File: config.mk
export PLATFORM = sky130hd
export DESIGN_NAME = regbank_arbiter
export DESIGN_NICKNAME = d
export VERILOG_FILES = /design/src/rtl/regbank_arbiter_pkg.sv /design/src/rtl/regbank_arbiter_rr.sv /design/src/rtl/regbank_arbiter.sv
export SDC_FILE = /design/constraint.sdc
export NUM_CORES = 1
export LEC_CHECK = 0
export BUFFER_PORTS_ARGS = -buffer_cell sky130_fd_sc_hd__buf_2
export CAP_MARGIN = 20
export CORE_AREA = 5 5 98 100
export CTS_CLUSTER_SIZE = 8
export DETAILED_ROUTE_END_ITERATION = 10
export DIE_AREA = 0 0 103 105
export GPL_ROUTABILITY_DRIVEN = 0
export PLACE_DENSITY = 0.74
export SLEW_MARGIN = 40
export SYNTH_ARGS = -nofsm -noshare
export SYNTH_HDL_FRONTEND = slang
export SYNTH_HIERARCHICAL = 1
export SYNTH_SLANG_ARGS = --single-unit
export TNS_END_PERCENT = 10
File: constraint.sdc
create_clock -name Clock_in -period 1.75 [get_ports Clock_in]
set_input_delay 0.2625 -clock Clock_in [delete_from_list [all_inputs] [get_ports Clock_in]]
set_output_delay 0.2625 -clock Clock_in [all_outputs]
set_load 0.02 [all_outputs]
File: src/rtl/regbank_arbiter_pkg.sv
// Shared widths, op encoding and FSM state encoding for the register-bank arbiter.
package regbank_arbiter_pkg;

   localparam int DATA_W = 32;
   localparam int ADDR_W = 4;

   localparam logic OP_READ  = 1'b0;
   localparam logic OP_WRITE = 1'b1;

   // ST_CLEAR is only reachable when the clear feature is built in
   typedef enum logic [2:0] {
      ST_IDLE      = 3'd0,
      ST_WRITE     = 3'd1,
      ST_READ      = 3'd2,
      ST_READ_WAIT = 3'd3,
      ST_CLEAR     = 3'd4
   } state_t;

endpackage

File: src/rtl/regbank_arbiter_rr.sv
// Two-way round-robin grant: on contention the requester not granted last wins.
module rr_arbiter_2 (
   input  logic [1:0] req,
   input  logic       last_gnt,
   output logic [1:0] gnt
);

   always_comb begin
      gnt = req;
      if (req == 2'b11) begin
         gnt = last_gnt ? 2'b01 : 2'b10;
      end
   end

endmodule

File: src/rtl/regbank_arbiter.sv
// Two-requester arbiter in front of a register bank with registered read outputs.
// Optional bank clear port pair enabled by defining REGBANK_ARB_CLEAR_EN.
//
// state        | meaning
// ST_IDLE      | arbitrate; latch winner's op/addresses/data
// ST_WRITE     | bank write strobe, ack winner
// ST_READ      | bank read strobe with latched addresses
// ST_READ_WAIT | bank outputs valid, forward as Rdata, ack winner
// ST_CLEAR     | bank clear strobe with Clear_ack (clear build only)
module regbank_arbiter
   import regbank_arbiter_pkg::*;
(
   input  logic              Clock_in,
   input  logic              Signal_reset,
   input  logic              Req_0,
   input  logic              Op_0,
   input  logic [ADDR_W-1:0] Addr_a_0,
   input  logic [ADDR_W-1:0] Addr_b_0,
   input  logic [DATA_W-1:0] Wdata_0,
   output logic              Ack_0,
   input  logic              Req_1,
   input  logic              Op_1,
   input  logic [ADDR_W-1:0] Addr_a_1,
   input  logic [ADDR_W-1:0] Addr_b_1,
   input  logic [DATA_W-1:0] Wdata_1,
   output logic              Ack_1,
   output logic [DATA_W-1:0] Rdata_1,
   output logic [DATA_W-1:0] Rdata_2,
   output logic [ADDR_W-1:0] Bank_read_1,
   output logic [ADDR_W-1:0] Bank_read_2,
   output logic [ADDR_W-1:0] Bank_waddr,
   output logic [DATA_W-1:0] Bank_wdata,
   output logic              Bank_write,
   output logic              Bank_read,
   output logic              Bank_reset,
   input  logic [DATA_W-1:0] Bank_out_1,
   input  logic [DATA_W-1:0] Bank_out_2
`ifdef REGBANK_ARB_CLEAR_EN
   ,
   input  logic              Clear_req,
   output logic              Clear_ack
`endif
);

   state_t              state_q, state_d;
   logic                last_gnt_q;
   logic                win_q;
   logic [ADDR_W-1:0]   addr_a_q, addr_b_q;
   logic [DATA_W-1:0]   wdata_q;
   logic [1:0]          gnt;
   logic                clear_go;
   logic                sel_op;
   logic                latch;
   logic                ack_pulse;

`ifdef REGBANK_ARB_CLEAR_EN
   assign clear_go  = Clear_req;
   assign Clear_ack = (state_q == ST_CLEAR);
`else
   assign clear_go  = 1'b0;
`endif

   rr_arbiter_2 u_rr (
      .req      ({Req_1, Req_0}),
      .last_gnt (last_gnt_q),
      .gnt      (gnt)
   );

   assign sel_op = gnt[1] ? Op_1 : Op_0;
   // A pending clear wins over both requesters and leaves the pointer alone
   assign latch  = (state_q == ST_IDLE) && !clear_go && (|gnt);

   always_ff @(posedge Clock_in) begin
      if (Signal_reset) begin
         state_q    <= ST_IDLE;
         last_gnt_q <= 1'b1;
         win_q      <= 1'b0;
         addr_a_q   <= '0;
         addr_b_q   <= '0;
         wdata_q    <= '0;
      end else begin
         state_q <= state_d;
         if (latch) begin
            last_gnt_q <= gnt[1];
            win_q      <= gnt[1];
            addr_a_q   <= gnt[1] ? Addr_a_1 : Addr_a_0;
            addr_b_q   <= gnt[1] ? Addr_b_1 : Addr_b_0;
            wdata_q    <= gnt[1] ? Wdata_1  : Wdata_0;
         end
      end
   end

   always_comb begin
      state_d    = state_q;
      Bank_write = 1'b0;
      Bank_read  = 1'b0;
      ack_pulse  = 1'b0;
      Rdata_1    = '0;
      Rdata_2    = '0;
      case (state_q)
         ST_IDLE: begin
            if (clear_go) begin
               state_d = ST_CLEAR;
            end else if (|gnt) begin
               state_d = (sel_op == OP_WRITE) ? ST_WRITE : ST_READ;
            end
         end
         ST_WRITE: begin
            Bank_write = 1'b1;
            ack_pulse  = 1'b1;
            state_d    = ST_IDLE;
         end
         ST_READ: begin
            Bank_read = 1'b1;
            state_d   = ST_READ_WAIT;
         end
         ST_READ_WAIT: begin
            Rdata_1   = Bank_out_1;
            Rdata_2   = Bank_out_2;
            ack_pulse = 1'b1;
            state_d   = ST_IDLE;
         end
         ST_CLEAR: state_d = ST_IDLE;
         default:  state_d = ST_IDLE;
      endcase
   end

   assign Ack_0       = ack_pulse & ~win_q;
   assign Ack_1       = ack_pulse &  win_q;
   assign Bank_read_1 = addr_a_q;
   assign Bank_read_2 = addr_b_q;
   assign Bank_waddr  = addr_a_q;
   assign Bank_wdata  = wdata_q;
   assign Bank_reset  = Signal_reset | (state_q == ST_CLEAR);

endmodule

==> run_results.csv, run 1 <==
group,metric,value,unit
run_status,outcome,"finished, final reports clean",
clock_tree,clock_latency,290,ps
floorplanning,coreArea,0.008593,mm^2
clock_tree,cts_tree,"done",
logic_synthesis,ys_ff_latch,44,
placed_design,dp_slack,209.9,ps
logic_synthesis,ys_types,22,
floorplanning,initial_core_util,31.92,%
worst_setup_path,critPathMaxFanout,19,
sta,tns,0,ps
power_and_ir_drop,p_leak,2.440,nW
floorplanning,die_h,105,um
worst_setup_path,arrival,1380,ps
sta,setup_viol_count_final,0,
placed_design,port_buffers,262,
worst_setup_path,cp_top_family,"flip-flops",
logic_synthesis,yosysWarnings,6,
floorplanning,num_rows,34,
clock_tree,clockBufferDepth,2,
global_route,grt_max_degree,54,
clock_tree,ctsHoldBuffers,0,
logic_synthesis,synth-seq-area-share,32.12,%
floorplanning,dieArea,0.01082,mm^2
worst_setup_path,start_kind,"register",
route,routedWlPerCell,16.68,um
route,drc,0,
layout,nNetsFinal,680,
clock_tree,clkTransAtPathRegs,80,ps
worst_setup_path,path_buf_inv,2,
layout,stdcell_area,0.004238,mm^2
logic_synthesis,synthesis.nets,443,
placed_design,hpwl,8.474,mm
clock_tree,htreeDepth,2,
layout,drive_above_1_share,61.21,%
sta,layout_setup_ws,109.9,ps
global_route,grt_pass1_vias,3198,
hold_path,min_path_type,"in2reg",
floorplanning,die_w,103,um
worst_setup_path,critPathCaptureType,"primary output",
logic_synthesis,syn_avg_cell_area,9.361,um^2
route,dr.pass1.iters,4,
logic_synthesis,synth_edf_count,0,
sta,post-route-period-util,93.72,%
sta,worst_pin_slew,418.2,ps
route,vias,3174,
run,maxCapViolCount,0,
route,wl,10.66,mm
global_route,grt_pass1_wl,15.60,mm
sta,skew,1.573,ps
clock_tree,cts_buffers,5,
sta,max_clock_freq,609.7,MHz
worst_setup_path,cp_slowest_stage_delay,440,ps
layout,finalCoreUtilization,49.32,%
worst_setup_path,critPathKind,"reg2out",
worst_setup_path,cp_slowest_cell,"dfxtp_1",
logic_synthesis,syn_inst,293,
floorplanning,pin_count,263,
clock_tree,cts_setup_buffers,0,
logic_synthesis,synth-main-ff-cell,"dfxtp_1",
clock_tree,post_cts_resized,0,
power_and_ir_drop,peakVddDrop,0.4756,mV
sta,slew_viol_final,0,
route,antenna_left,0,
sta,hold_violations,0,
worst_setup_path,crit_required,1490,ps
power_and_ir_drop,p_per_area,816.4,mW/mm^2
sta,layout_min_cycle_time,1640,ps
global_route,track_usage,17.92,%
global_route,grt-ovfl-total,0,
route,via_per_inst,4.967,
placed_design,post_dp_cell_area,0.004111,mm^2
layout,areaGrowthSynthToFinish,54.52,%
clock_tree,root_buffer,"clkbuf_8",
logic_synthesis,syn_area,0.002743,mm^2
sta,maxSlewHeadroom,72.12,%
clock_tree,cts.sinks,44,
logic_synthesis,async_flop_share,0,%
route,drt_iter0_drc,97,
worst_setup_path,crit_path_cell_trace,"buf_4 > nor2b_1 > buf_2",
sta,rsz0062_at_grt,"false",
global_route,antenna_found_initial,0,
layout,n_antenna_cell,0,
flip-flops by register name, indices dropped and copies added, names as in the netlist:
register / flops
Bank_read_1: 4
Bank_read_2: 4
Bank_wdata: 32
last_gnt_q: 1
state_q: 2
win_q: 1
final timing paths:
kind / from / end / slack, ps / depth (start not counted)
worst max-delay path: state_q[0]$_SDFFE_PP0P_ / Ack_0 / 110 / 3
worst min-delay path: Op_0 / state_q[1]$_SDFFE_PP0P_ / 290 / 4
worst max register to register: last_gnt_q$_SDFFE_PP1P_ / Bank_wdata[12]$_SDFFE_PP0P_ / 210 / 6
worst min register to register: Bank_wdata[3]$_SDFFE_PP0P_ / Bank_wdata[3]$_SDFFE_PP0P_ / 550 / 2
stage by stage:
stage	hold WS [ps]	total power, W	cells
final	291.6	0.003460	639
after global routing	333.1	0.003657	639
after CTS	278.8	0.003504	639
after detailed placement	543.7	0.002645	631
after global placement	529.8	0.002602	631
after floorplan	472.1	0.002172	293
worst register-to-register path: cells and delay by family (launching register included):
family / cells / cell delay [ps]
compound gates: 3 / 520
buf+inv: 2 / 360
flops: 1 / 400
simple gates: 1 / 180
synthesized netlist by cell type, drive strengths merged, types with 2 or more instances:
master / number / share of area, %
dfxtp: 44 / 32
buf: 15 / 4.6
inv: 2 / 0.27
a211oi: 40 / 18
mux2i: 41 / 15
and3: 64 / 15
nor2b: 2 / 0.46
a21oi: 41 / 7.5
a21boi: 2 / 0.55
and2: 2 / 0.46
nor2: 6 / 0.91
clkbuf: 29 / 4.0
layout make-up:
class                      instances  area, um^2
sequential                        44       880.8
clock buffer                       7       96.34
tap                              108       135.1
timing repair buffer             274        1451
inverter                           2       7.507
clock inverter                     1       30.03
multi-input combinational        203        1637
fill                             834        4355
layout by cell type (no fill, tap or decap):
master     Yosys  routed
buf_2          4     262
a21boi_4       0       1
and2_1         2       1
bufinv_16      0       1
a21boi_1       1       1
o21ai_1        1       1
buf_12         0       4
nor2_4         0       1
buf_4          5       8
a221o_1        1       1
dfxtp_1       44      44
a211oi_2      40      40
mux2i_1       41      41
inv_1          2       2
clkbuf_8       0       7
a22oi_1        1       1
or2_1          1       1
and2_2         0       1
or3b_1         1       1
a21oi_1       41      41
nor2b_1        2       2
and3_1        64      64
nor2_1         5       5
routing by layer:
metal  share of wire, %  vias to the layer above  GRT usage [%]
met3                9.7                       12          3.797
met2                 56                      148          36.89
li1                   -                     1548              -
met1                 34                     1466          17.52
met5                  0                        -              0
met4                1.1                        0          3.608
power by group:
group	internal [W]	leakage [nW]	total [W]	switching, W
clock	0.000504	0.0645	0.000847	0.000343
combinational	0.000559	2.01	0.00138	0.000821
sequential	0.00115	0.365	0.00123	0.0000851
kinds of logic (layout without fill, tap and decap cells):
group / count (synthesis) / in the layout / synth area share, %
and+or+nand+nor: 76 / 76 / 16.97
muxes: 41 / 41 / 14.96
buffers and inverters: 46 / 284 / 8.850
AOI/OAI and AO/OA: 86 / 86 / 27.10
DFF: 44 / 44 / 32.12
Power figures use the tool's default switching activity.
==> inputs of run 2 (changes only) <==
--- a/config.mk
+++ b/config.mk
@@ -7,12 +7,16 @@
 export LEC_CHECK = 0
 export BUFFER_PORTS_ARGS = -buffer_cell sky130_fd_sc_hd__buf_2
 export CAP_MARGIN = 20
-export CORE_AREA = 5 5 98 100
+export CELL_PAD_IN_SITES_DETAIL_PLACEMENT = 0
+export CELL_PAD_IN_SITES_GLOBAL_PLACEMENT = 1
+export CORE_ASPECT_RATIO = 1.75
+export CORE_MARGIN = 5
+export CORE_UTILIZATION = 24
 export CTS_CLUSTER_SIZE = 8
 export DETAILED_ROUTE_END_ITERATION = 10
-export DIE_AREA = 0 0 103 105
 export GPL_ROUTABILITY_DRIVEN = 0
-export PLACE_DENSITY = 0.74
+export GPL_TIMING_DRIVEN = 0
+export PLACE_DENSITY = 0.82
 export SLEW_MARGIN = 40
 export SYNTH_ARGS = -nofsm -noshare
 export SYNTH_HDL_FRONTEND = slang
==> run 2 against run 1 <==
  * Cell area is 3.7% higher
  * Die area is 27% higher
  * Highest routed layer unchanged
  * Setup slack worse by 30 ps
  * Clock-buffer cell count is 1 higher
  * First-iteration DRC count is 25% lower
  * Clock skew is 2.0 ps higher
==> run_results.csv, run 2 (synthesis gave the netlist of run 1 again) <==
group,metric,value,unit
run_status,outcome,"finished, final reports clean",
worst_setup_path,critPathMaxFanout,10,
clock_tree,ctsHoldBuffers,0,
global_route,grt_pass1_vias,3487,
global_route,grt_max_degree,13,
hold_path,hold_start,"Op_0",
route,wl,12.85,mm
worst_setup_path,critPathKind,"reg2out",
sta,hold_violations,0,
layout,drive_above_1_share,59.89,%
clock_tree,htreeDepth,2,
floorplanning,coreArea,0.01117,mm^2
floorplanning,pin_count,263,
route,dr.pass1.iters,4,
floorplanning,initial_core_util,24.56,%
sta,worst_pin_slew,759.0,ps
global_route,grt_pass1_wl,18.98,mm
worst_setup_path,cp_num_cells,3,
hold_path,min_path_type,"in2reg",
power_and_ir_drop,p_per_area,827.7,mW/mm^2
floorplanning,num_rows,51,
route,vias,3269,
worst_setup_path,critPathCaptureType,"primary output",
clock_tree,clockBufferDepth,2,
power_and_ir_drop,p_sw,0.001327,W
layout,seq_area,889.6,um^2
placed_design,dp_slack,-167.7,ps
power_and_ir_drop,fin_total_pwr,0.003639,W
floorplanning,dieArea,0.01375,mm^2
global_route,track_usage,17.71,%
worst_setup_path,reg2reg_setup_slack,110,ps
hold_path,min_path_cells,4,
layout,fillCellCount,1169,
worst_setup_path,start_kind,"register",
floorplanning,die_h,151.4,um
sta,max_clock_freq,598.9,MHz
power_and_ir_drop,peakVddDrop,0.4527,mV
route,via_per_inst,4.717,
sta,setup_viol_count_final,0,
sta,post-route-period-util,95.42,%
worst_setup_path,arrival,1410,ps
sta,rsz0062_at_grt,"false",
layout,multi_input_area,0.001627,mm^2
sta,maxSlewHeadroom,49.40,%
route,routedWlPerCell,18.54,um
route,drt_iter0_drc,73,
clock_tree,root_buffer,"clkbuf_16",
worst_setup_path,crit_path_cell_trace,"clkbuf_1 > and3_1 > buf_2",
floorplanning,die_w,90.81,um
placed_design,port_buffers,261,
worst_setup_path,r2r-start,"last_gnt_q$_SDFFE_PP1P_",
worst_setup_path,cp_top_family,"buffers and inverters",
layout,mostFrequentLayoutCell,"buf_2",
clock_tree,clock_latency,280,ps
power_and_ir_drop,combPwrFrac,40.2,%
clock_tree,cts.sinks,44,
worst_setup_path,crit_required,1490,ps
clock_tree,cts_tree,"done",
sta,layout_min_cycle_time,1670,ps
clock_tree,clkTransAtPathRegs,60,ps
sta,slew_viol_final,0,
worst_setup_path,path_buf_inv,2,
hold_path,hold_path_end,"state_q[1]$_SDFFE_PP0P_",
power_and_ir_drop,internal_power,0.002312,W
power_and_ir_drop,seqPwrFrac,33.9,%
power_and_ir_drop,swShare,36.46,%
placed_design,hpwl,10.88,mm
clock_tree,cts_buffers,5,
route,drc,0,
worst_setup_path,reg2reg_depth,8,
layout,areaGrowthSynthToFinish,60.31,%
layout,n_antenna_cell,0,
worst_setup_path,cp_slowest_cell,"dfxtp_4",
layout,largest_reg_flops,32,
run,maxCapViolCount,0,
worst_setup_path,r2r-end,"Bank_wdata[21]$_SDFFE_PP0P_",
sta,layout_setup_ws,80.23,ps
worst_setup_path,cp_slowest_stage_delay,390,ps
power_and_ir_drop,p_leak,2.506,nW
layout,nNetsFinal,710,
global_route,antenna_found_initial,0,
route,antenna_left,0,
layout,final_cell_mix,"267 x buf_2, 64 x and3_1, 41 x dfxtp_1, 41 x mux2i_1, 41 x a21oi_1",
power_and_ir_drop,p_clk_share,25.9,%
sta,skew,3.620,ps
global_route,grt-ovfl-total,0,
run 2: final cells by class:
type,instances,area share [%]
plain buffers,43,5.692
clock buffers,8,3.330
inverters,2,0.1707
multi-input cells,203,36.99
flip-flops and latches,44,20.23
well taps,132,3.756
repair buffers,261,29.82
run 2: repair_timing:
item,4_1_cts,5_1_grt
setup endpoints to repair,108,54
resized for setup,14,13
endpoints found under the hold margin,0,0
buffers inserted,0,0
run 2: through the flow:
step	instances	TNS (ps)	hold WS (ps)	area, um^2	utilization [%]
4_1_cts	693	0	286.9	4378	39.20
3_3_place_gp	686	-3641	522.4	4214	37.74
2_1_floorplan	293	0	472.1	2743	-
3_5_place_dp	686	-5602	518.9	4214	37.74
5_1_grt	693	0	329.8	4397	39.37
6_report	693	0	309.3	4397	39.37
run 2: power by group through the flow:
stage / registers (W) / logic, W / clock network (W)
finish: 0.00123 / 0.00146 / 0.000943
global route: 0.00125 / 0.00159 / 0.00103
CTS: 0.00123 / 0.00148 / 0.000993
detailed placement: 0.00125 / 0.00147 / 0
global placement: 0.00124 / 0.00144 / 0
floorplan: 0.00141 / 0.000762 / 0
run 2: worst max-delay path by stage:
stage / slack [ps] / to / from
4_1_cts: 20 / Rdata_2[29] / state_q[1]$_SDFFE_PP0P_
5_1_grt: 2 / Bank_read / state_q[1]$_SDFFE_PP0P_
3_3_place_gp: -120 / Rdata_1[14] / state_q[0]$_SDFFE_PP0P_
3_5_place_dp: -170 / Bank_wdata[9]$_SDFFE_PP0P_ / Req_1
6_report: 80 / Rdata_1[21] / state_q[0]$_SDFFE_PP0P_
2_1_floorplan: 230 / Bank_read_1[0]$_SDFFE_PP0P_ / last_gnt_q$_SDFFE_PP1P_
run 2: layer usage:
| metal | GRT usage, % | share of wire [%] | routed length [um] |
|---|---|---|---|
| met5 | 0 | 0 | 0 |
| met4 | 4.846 | 1.6 | 203 |
| met3 | 10.14 | 15 | 1869 |
| met2 | 33.30 | 53 | 6764 |
| met1 | 16.06 | 31 | 4011 |
run 2: worst min-delay path, stage by stage:
cell	delay, ps
buf_2	80
mux2i_1	70
nor2_1	100
nor2_1	40
